$ cat src/rtl/multicycle_controller.sv
// rtl/multicycle_controller.sv - multicycle ARMv4-subset control unit with NZCV flags and memory-ready timeout
//
// Sequences DP reg/imm, LDR/STR and B instructions through a ten-state FSM,
// evaluates the condition field against the registered flags, and waits on a
// memory-ready handshake with an optional abort after MEM_TIMEOUT stall cycles.
//
// Ports:
//   clk, reset              clock, asynchronous active-high reset
//   Cond, Op, Funct, sh, Rd instruction fields from the instruction register
//   ALUFlags                {N,Z,C,V} produced by the ALU this cycle
//   mem_ready               memory access completes this cycle
//   PCWrite, IRWrite        PC / IR load enables
//   MemW, RegW              memory write strobe / register file write
//   AdrSrc, ALUSrcA/B       address and ALU operand selects
//   ResultSrc               result bus select
//   ImmSrc, RegSrc          immediate-extend and register-address selects
//   ALUControl              ALU operation code
//   Flags, state_o          registered NZCV, current state code
//   mem_err, illegal        one-cycle pulses: timeout abort, undefined opcode
module multicycle_controller #(
    parameter int MEM_HANDSHAKE = 1,
    parameter int MEM_TIMEOUT   = 0
) (
    input  logic       clk,
    input  logic       reset,
    input  logic [3:0] Cond,
    input  logic [1:0] Op,
    input  logic [5:0] Funct,
    input  logic [1:0] sh,
    input  logic [3:0] Rd,
    input  logic [3:0] ALUFlags,
    input  logic       mem_ready,
    output logic       PCWrite,
    output logic       AdrSrc,
    output logic       IRWrite,
    output logic       MemW,
    output logic       RegW,
    output logic       ALUSrcA,
    output logic [1:0] ALUSrcB,
    output logic [1:0] ResultSrc,
    output logic [1:0] ImmSrc,
    output logic [2:0] RegSrc,
    output logic [3:0] ALUControl,
    output logic [3:0] Flags,
    output logic [3:0] state_o,
    output logic       mem_err,
    output logic       illegal
);

    typedef enum logic [3:0] {
        FETCH  = 4'd0,
        DECODE = 4'd1,
        MEMADR = 4'd2,
        MEMRD  = 4'd3,
        MEMWB  = 4'd4,
        MEMWR  = 4'd5,
        EXECR  = 4'd6,
        EXECI  = 4'd7,
        ALUWB  = 4'd8,
        BRANCH = 4'd9
    } state_t;

    localparam int CW = (MEM_TIMEOUT > 0) ? $clog2(MEM_TIMEOUT + 1) : 1;

    localparam logic [3:0] ALU_ADD = 4'd0;
    localparam logic [3:0] ALU_SUB = 4'd1;
    localparam logic [3:0] ALU_AND = 4'd2;
    localparam logic [3:0] ALU_ORR = 4'd3;
    localparam logic [3:0] ALU_EOR = 4'd4;
    localparam logic [3:0] ALU_LSL = 4'd5;
    localparam logic [3:0] ALU_LSR = 4'd6;
    localparam logic [3:0] ALU_ASR = 4'd7;
    localparam logic [3:0] ALU_ROR = 4'd8;

    state_t        state_q, state_d;
    logic [CW-1:0] wait_q, wait_d;
    logic [3:0]    flags_q, flags_d;

    logic       ready;
    logic       waiting;
    logic       timeout;
    logic       cond_ex;
    logic [3:0] alu_ctl;
    logic       no_write;
    logic [1:0] flag_w;
    logic       is_arith;
    logic       is_logic;
    logic       pc_w, ir_w, mem_w, reg_w, err_p, ill_p;
    logic       wb_en;

    assign ready   = (MEM_HANDSHAKE != 0) ? mem_ready : 1'b1;
    assign waiting = (state_q == FETCH) || (state_q == MEMRD) || (state_q == MEMWR);
    // The abort cycle is the one after N stalled cycles have been counted.
    assign timeout = (MEM_HANDSHAKE != 0) && (MEM_TIMEOUT > 0) && waiting
                     && (wait_q == CW'(MEM_TIMEOUT));

    // Condition evaluation against the registered flags.
    always_comb begin
        cond_ex = 1'b0;
        case (Cond)
            4'b0000: cond_ex = flags_q[2];
            4'b0001: cond_ex = ~flags_q[2];
            4'b0010: cond_ex = flags_q[1];
            4'b0011: cond_ex = ~flags_q[1];
            4'b0100: cond_ex = flags_q[3];
            4'b0101: cond_ex = ~flags_q[3];
            4'b0110: cond_ex = flags_q[0];
            4'b0111: cond_ex = ~flags_q[0];
            4'b1000: cond_ex = flags_q[1] & ~flags_q[2];
            4'b1001: cond_ex = ~flags_q[1] | flags_q[2];
            4'b1010: cond_ex = (flags_q[3] == flags_q[0]);
            4'b1011: cond_ex = (flags_q[3] != flags_q[0]);
            4'b1100: cond_ex = ~flags_q[2] & (flags_q[3] == flags_q[0]);
            4'b1101: cond_ex = flags_q[2] | (flags_q[3] != flags_q[0]);
            4'b1110: cond_ex = 1'b1;
            default: cond_ex = 1'b0;
        endcase
    end

    // Data-processing decode: cmd = Funct[4:1], S = Funct[0].
    always_comb begin
        alu_ctl  = ALU_ADD;
        no_write = 1'b0;
        is_arith = 1'b0;
        is_logic = 1'b0;
        case (Funct[4:1])
            4'b0100: begin alu_ctl = ALU_ADD; is_arith = 1'b1; end
            4'b0010: begin alu_ctl = ALU_SUB; is_arith = 1'b1; end
            4'b1010: begin alu_ctl = ALU_SUB; no_write = 1'b1; end
            4'b0000: begin alu_ctl = ALU_AND; is_logic = 1'b1; end
            4'b1100: begin alu_ctl = ALU_ORR; is_logic = 1'b1; end
            4'b0001: begin alu_ctl = ALU_EOR; is_logic = 1'b1; end
            4'b1101: begin
                is_logic = 1'b1;
                case (sh)
                    2'b00:   alu_ctl = ALU_LSL;
                    2'b01:   alu_ctl = ALU_LSR;
                    2'b10:   alu_ctl = ALU_ASR;
                    default: alu_ctl = ALU_ROR;
                endcase
            end
            default: begin alu_ctl = ALU_ADD; no_write = 1'b1; end
        endcase

        // CMP always updates all four flags, S bit or not.
        if (Funct[4:1] == 4'b1010)     flag_w = 2'b11;
        else if (Funct[0] && is_arith) flag_w = 2'b11;
        else if (Funct[0] && is_logic) flag_w = 2'b10;
        else                           flag_w = 2'b00;
    end

    always_comb begin
        state_d    = state_q;
        flags_d    = flags_q;
        pc_w       = 1'b0;
        ir_w       = 1'b0;
        mem_w      = 1'b0;
        reg_w      = 1'b0;
        err_p      = 1'b0;
        ill_p      = 1'b0;
        wb_en      = 1'b0;
        AdrSrc     = 1'b0;
        ALUSrcA    = 1'b1;
        ALUSrcB    = 2'b10;
        ResultSrc  = 2'b10;
        ALUControl = ALU_ADD;
        case (state_q)
            FETCH: begin
                if (timeout) begin
                    err_p = 1'b1;
                end else if (ready) begin
                    ir_w    = 1'b1;
                    pc_w    = 1'b1;
                    state_d = DECODE;
                end
            end
            DECODE: begin
                case (Op)
                    2'b01:   state_d = MEMADR;
                    2'b00:   state_d = Funct[5] ? EXECI : EXECR;
                    2'b10:   state_d = BRANCH;
                    default: begin state_d = FETCH; ill_p = 1'b1; end
                endcase
            end
            MEMADR: begin
                ALUSrcA = 1'b0;
                ALUSrcB = 2'b01;
                state_d = Funct[0] ? MEMRD : MEMWR;
            end
            MEMRD: begin
                AdrSrc = 1'b1;
                if (timeout) begin
                    err_p   = 1'b1;
                    state_d = FETCH;
                end else if (ready) begin
                    state_d = MEMWB;
                end
            end
            MEMWB: begin
                ResultSrc = 2'b01;
                reg_w     = cond_ex;
                pc_w      = cond_ex && (Rd == 4'hF);
                state_d   = FETCH;
            end
            MEMWR: begin
                AdrSrc = 1'b1;
                if (timeout) begin
                    err_p   = 1'b1;
                    state_d = FETCH;
                end else begin
                    // Strobe held for the whole access, not just the ready cycle.
                    mem_w = cond_ex;
                    if (ready) state_d = FETCH;
                end
            end
            EXECR, EXECI: begin
                ALUSrcA    = 1'b0;
                ALUSrcB    = (state_q == EXECI) ? 2'b01 : 2'b00;
                ALUControl = alu_ctl;
                if (cond_ex) begin
                    if (flag_w[1]) flags_d[3:2] = ALUFlags[3:2];
                    if (flag_w[0]) flags_d[1:0] = ALUFlags[1:0];
                end
                state_d = ALUWB;
            end
            ALUWB: begin
                ResultSrc = 2'b00;
                wb_en     = cond_ex && !no_write;
                reg_w     = wb_en;
                pc_w      = wb_en && (Rd == 4'hF);
                state_d   = FETCH;
            end
            BRANCH: begin
                ALUSrcA   = 1'b0;
                ALUSrcB   = 2'b01;
                ResultSrc = 2'b10;
                pc_w      = cond_ex;
                state_d   = FETCH;
            end
            default: state_d = FETCH;
        endcase
    end

    // Stall counter only advances while parked in a wait state; any progress clears it.
    always_comb begin
        wait_d = '0;
        if ((MEM_TIMEOUT > 0) && waiting && !ready && !timeout)
            wait_d = wait_q + CW'(1);
    end

    always_ff @(posedge clk or posedge reset) begin
        if (reset) begin
            state_q <= FETCH;
            wait_q  <= '0;
            flags_q <= 4'b0000;
        end else begin
            state_q <= state_d;
            wait_q  <= wait_d;
            flags_q <= flags_d;
        end
    end

    // Strobes are gated by reset so they drop as soon as reset rises.
    assign PCWrite = pc_w  & ~reset;
    assign IRWrite = ir_w  & ~reset;
    assign MemW    = mem_w & ~reset;
    assign RegW    = reg_w & ~reset;
    assign mem_err = err_p & ~reset;
    assign illegal = ill_p & ~reset;

    assign ImmSrc  = Op;
    assign RegSrc  = {(Op == 2'b01) && !Funct[0], Op == 2'b01, Op == 2'b10};
    assign Flags   = flags_q;
    assign state_o = state_q;

endmodule

$ cat config.mk
export PLATFORM = sky130hd
export DESIGN_NAME = multicycle_controller
export DESIGN_NICKNAME = d
export VERILOG_FILES = /design/src/rtl/multicycle_controller.sv
export SDC_FILE = /design/constraint.sdc
export NUM_CORES = 1
export LEC_CHECK = 0
export BUFFER_PORTS_ARGS = -buffer_cell sky130_fd_sc_hd__buf_4
export CAP_MARGIN = 20
export CORE_ASPECT_RATIO = 1.4
export CORE_MARGIN = 4
export CORE_UTILIZATION = 40
export CTS_BUF_LIST = sky130_fd_sc_hd__clkbuf_4 sky130_fd_sc_hd__clkbuf_8
export DETAILED_ROUTE_END_ITERATION = 6
export PLACE_DENSITY = 0.7
export SLEW_MARGIN = 10
export SYNTH_ARGS = -nofsm -noshare
export SYNTH_HDL_FRONTEND = slang
export SYNTH_SLANG_ARGS = --single-unit
$ cat constraint.sdc
create_clock -name clk -period 1.9 [get_ports clk]
set_input_delay 0.095 -clock clk [delete_from_list [all_inputs] [get_ports clk]]
set_output_delay 0.095 -clock clk [all_outputs]
set_load 0.01 [all_outputs]
# Word level (Yosys, flattened, before mapping)
# Index checks and enable logic that the tools add are counted.
# totals
reg_bits	8
input_bits	25
output_inout_bits	29
# op_classes
eq_ne	39
mux	28
bitwise_logic	14
reduce_logical	24
# op_table
cell	n
4-bit equality test (second input constant)	13
4-bit by 3-bit equality test with 1-bit output (second input constant)	9
4-bit one-hot mux with 3 select lines	2
4-bit one-hot mux with 6 select lines	1
4-bit by 2-bit equality test with 1-bit output (second input constant)	5
4-bit one-hot mux with 5 select lines	1
4-bit 2-to-1 mux	4
1-bit one-hot mux with 15 select lines	1
4-bit by 1-bit equality test with 1-bit output (second input constant)	3
4-bit logical NOT	3
1-bit 2-to-1 mux	11
2-bit OR reduction	5
3-bit AND reduction	3
2-bit one-hot mux with 2 select lines	2
4-bit OR reduction	2
1-bit AND	7
1-bit logical AND	6
2-bit 2-to-1 mux	3
2-bit != test (second input constant)	3
6-bit OR reduction	1
1-bit NOT	5
2-bit by 1-bit equality test with 1-bit output (second input constant)	2
2-bit equality test (second input constant)	2
2-bit logical NOT	2
8 further kinds	9

# Longest topological paths before layout
# depth
depth_word	8
mapped_depth	7

# Worst setup path after synthesis
# No wires, ideal clock.
# synth_path
path_type	register to register
from	register flags_q[0], in the netlist Flags[0]
to	register flags_q[0], in the netlist Flags[0]
setup_time_ps	128
arrival_ps	1790
required_ps	1772
path_slack_ps	-18
stages_incl_launch_ff	7
path_buffers	0
period_less_slack_ps	1918
path_cell_list	dfrtp_1 and3_1 o21ai_0 nand3b_1 a311oi_2 nor4_2 mux2_1
# synth_via
elab_chain_cells	4
# synth_rtl
element	line	source
start: declaration	77	logic [3:0] flags_q, flags_d;
start signal: assignment	259	flags_q <= flags_d;
1-bit != test / 1-bit equality test (equally long branches)	--	
1-bit bitwise OR / 1-bit AND (equally long branches)	114, 113	
1-bit one-hot mux with 15 select lines *	100	case (Cond)
3-bit AND reduction (no source line) *	--	
# Mark *: on every way between the ends. The rest lies on a longest branch, timed or not.
# A chain may end at the register's enable or synchronous reset.

# Worst setup path in the final report
# layout_path
from	register flags_q[0], in the netlist Flags[0]
to	output port PCWrite
# layout_via
elab_chain_cells	7
# layout_rtl
element	line	source
1-bit != test / 1-bit equality test (equally long branches)	--	
1-bit bitwise OR / 1-bit AND (equally long branches)	114, 113	
1-bit one-hot mux with 15 select lines *	100	
1-bit logical AND	228	wb_en = cond_ex && !no_write;
1-bit logical AND	230	pc_w = wb_en && (Rd == 4'hF);
1-bit one-hot mux with 4 select lines *	167	case (state_q)
1-bit AND *	264	assign PCWrite = pc_w & ~reset;
end: declaration	33	output logic PCWrite,
# Marks and branches as above.

==> out/metrics.yaml <==
critPathSlowestCell: "dfrtp_2"
p_switching_uw: 698
first_global_vias: 1320
final_antenna_net_count: 0
cts_root_buf: "clkbuf_4"
met3WireLength_um: 146
numCtsBuffers: 3
ys_seq_area_share_pct: 18.8
crit_type: "flop to primary output"
critical_path.startpoint: "Flags[0]$_DFFE_PP0P_"
place_congestion: 0.752
die_y_um: 69.0
synth.distinct_cells: 48
start_util_pct: 43.1
ys_seq_elements: 8
crit_required_ns: 1.80
p_seq_share_pct: 21.4
overflow: 0
vias: 1305
ir_worst_vdd_uv: 550
outcome: "finished, violations left"
multi_input_area_um2: 837
die_w_um: 51.6
routed_via_density: 5.55
end_kind: "primary output"
critPathMaxStageDelay_ns: 0.44
wl_met2_um: 1880
num_io_pins: 54
drt_first_iter_violations: 29
clock_latency_ns: 0.26
dpl.hpwl_um: 2580
cp.arrival_ns: 1.96
p_per_area_mw_per_mm2: 982
cts_tree: "yes"
leakagePower_uw: 0.000733
core_mm2: 0.00247
setup_viol: 7
wl_um: 3340
path_common_cell: "buf_4"
hold_path_depth: 2
hold_viol: 0
regArea_um2: 205
p_sw_share_pct: 44.4
fp-row-count: 21
power_frac_comb_pct: 68.4
cp.depth: 7
power_frac_clock_pct: 10.2
fin_crit_ns: 2.06
synth_edf_count: 0
async_reset_ff_share_pct: 100
start_kind: "flop"
fin_hold_ws_ns: 0.0610
grt_pass1_wl_um: 5600
timing.fmax_ghz: 0.487
min_from: "ALUFlags[0]"
num_antenna_cells: 0
hp-class: "input pin to flop"
finalPower_uw: 1570
drt-pass1-iter-count: 4
clk_pin_slew_worst_paths_ns: 0.07
syn_nets: 175
critPathBufInv: 2
synth_ff_type: "dfrtp_1"
fillers: 236
die_area_mm2: 0.00356
antenna_found_initial: 0
synthCells: 147
fin_tns_setup_ns: -0.662
period_share_pct: 108
internal_power_uw: 874
cp_cell_sequence: "and3_1, a22oi_2, nand4_1, a311oi_2, buf_4, a211oi_2, buf_4"
highest_layer: "met4"
drv_slew: 0
grt_use_total_pct: 19.2
grt_max_degree: 16
ys_warn_count: 0
syn_area_per_cell_um2: 7.23
clockBufferDepth: 2
cp_max_fo: 6
drt-met1-wl_um: 1230
clock_skew_ns: 0.00900
maxCapViolations: 0
remaining_drc_errors: 0
cp_top_family: "compound AO/OA/AOI/OAI gates"
area_growth_pct: 50.6
wl_per_cell_um: 14.2
cts_max_level: 1
violations: "setup timing"
post-route-worst-setup-slack_ns: -0.155
rsz0062_at_grt: "yes"
r2r_cells: 7
numPortBuffers: 52
fin_nets: 230
drive_gt1_share_pct: 41.8
cts.sinks: 8
netlist_area_mm2: 0.00106
worstReg2RegStart: "Flags[0]$_DFFE_PP0P_"
-- placed cells by master (no fill, tap or decap), drive strengths merged, types with 4 or more instances in the layout --
| cell | instances |
|---|---|
| o21ai | 9 |
| dfrtp | 8 |
| inv | 7 |
| nand2b | 7 |
| nor3 | 12 |
| buf | 60 |
| a21oi | 12 |
| nand2 | 8 |
| nor2 | 17 |
| clkbuf | 4 |
| nor2b | 7 |
| mux2 | 4 |
-- registers in the layout (all words and copies together), names as in the netlist --
register  count
state_o       4
Flags         4
-- final timing paths --
check,end,slack [ns]
min in group asynchronous,state_o[2]$_DFFE_PP0P_,0.40
worst min register to register,Flags[0]$_DFFE_PP0P_,0.58
max in group asynchronous,Flags[3]$_DFFE_PP0P_,1.22
worst min-delay path,Flags[0]$_DFFE_PP0P_,0.06
worst max-delay path,PCWrite,-0.16
worst max register to register,Flags[0]$_DFFE_PP0P_,-0.07
-- synth_stat cells, drive strengths merged, types with 3 or more instances --
| library cell | instances | share of area [%] |
|---|---|---|
| a211oi | 3 | 2.6 |
| a21oi | 12 | 5.6 |
| a31oi | 3 | 1.8 |
| buf | 6 | 4.4 |
| clkbuf | 5 | 1.8 |
| dfrtp | 8 | 19 |
| ha | 3 | 3.5 |
| inv | 7 | 2.5 |
| mux2 | 4 | 4.2 |
| nand2 | 8 | 2.8 |
| nand2b | 7 | 4.1 |
| nand3b | 3 | 2.1 |
| nor2 | 17 | 6.0 |
| nor2b | 7 | 4.4 |
| nor3 | 12 | 6.1 |
| o21ai | 9 | 4.2 |
-- repair_timing --
| action | 4_1_cts | 5_1_grt |
|---|---|---|
| gates resized for setup | 12 | 5 |
| pin swaps | 1 | 3 |
| endpoints found under the setup margin | 7 | 8 |
| hold buffers | 1 | 0 |
| hold endpoints to repair | 8 | 0 |
| gates cloned | 0 | 0 |
| setup buffers | 2 | 0 |
-- power groups by stage --
| stage | registers [µW] | clock network [µW] | logic [µW] |
|---|---|---|---|
| finish | 337 | 160 | 1080 |
| global route | 348 | 173 | 1180 |
| CTS | 334 | 166 | 1060 |
| floorplan | 356 | 0 | 532 |
| global placement | 323 | 0 | 967 |
| detailed placement | 330 | 0 | 983 |
-- cell families after synthesis --
logic type / synth area share (%)
DFF: 18.8
muxes: 5.18
buffers and inverters: 8.59
other: 0.353
xor gates and xnor gates: 2.47
adders and majority gates: 3.53
and+or+nand+nor: 37.2
AOI/OAI and AO/OA: 23.9
-- layout make-up --
type,count,area share (%)
Sequential cell,8,12.8
Multi-Input combinational cell,121,52.3
Tap cell,34,2.66
Timing Repair Buffer,61,28.7
Inverter,7,1.64
Clock buffer,4,1.87
-- per-layer routing --
metal | global-route usage [%] | vias up
li1 | - | 637
met3 | 2.16 | 8
met5 | 0 | -
met4 | 7.87 | 0
met2 | 37.3 | 45
met1 | 19.5 | 615
-- metrics by stage --
stage	instances	area, µm²	utilization (%)	setup WS [ns]
floorplan	147	1060	-	0.0157
global placement	228	1480	59.8	-0.00201
detailed placement	228	1480	59.8	-0.0700
CTS	235	1580	64.0	-0.170
global route	235	1600	64.8	-0.247
finish	235	1600	64.8	-0.155
(Power assumes the default switching activity.)
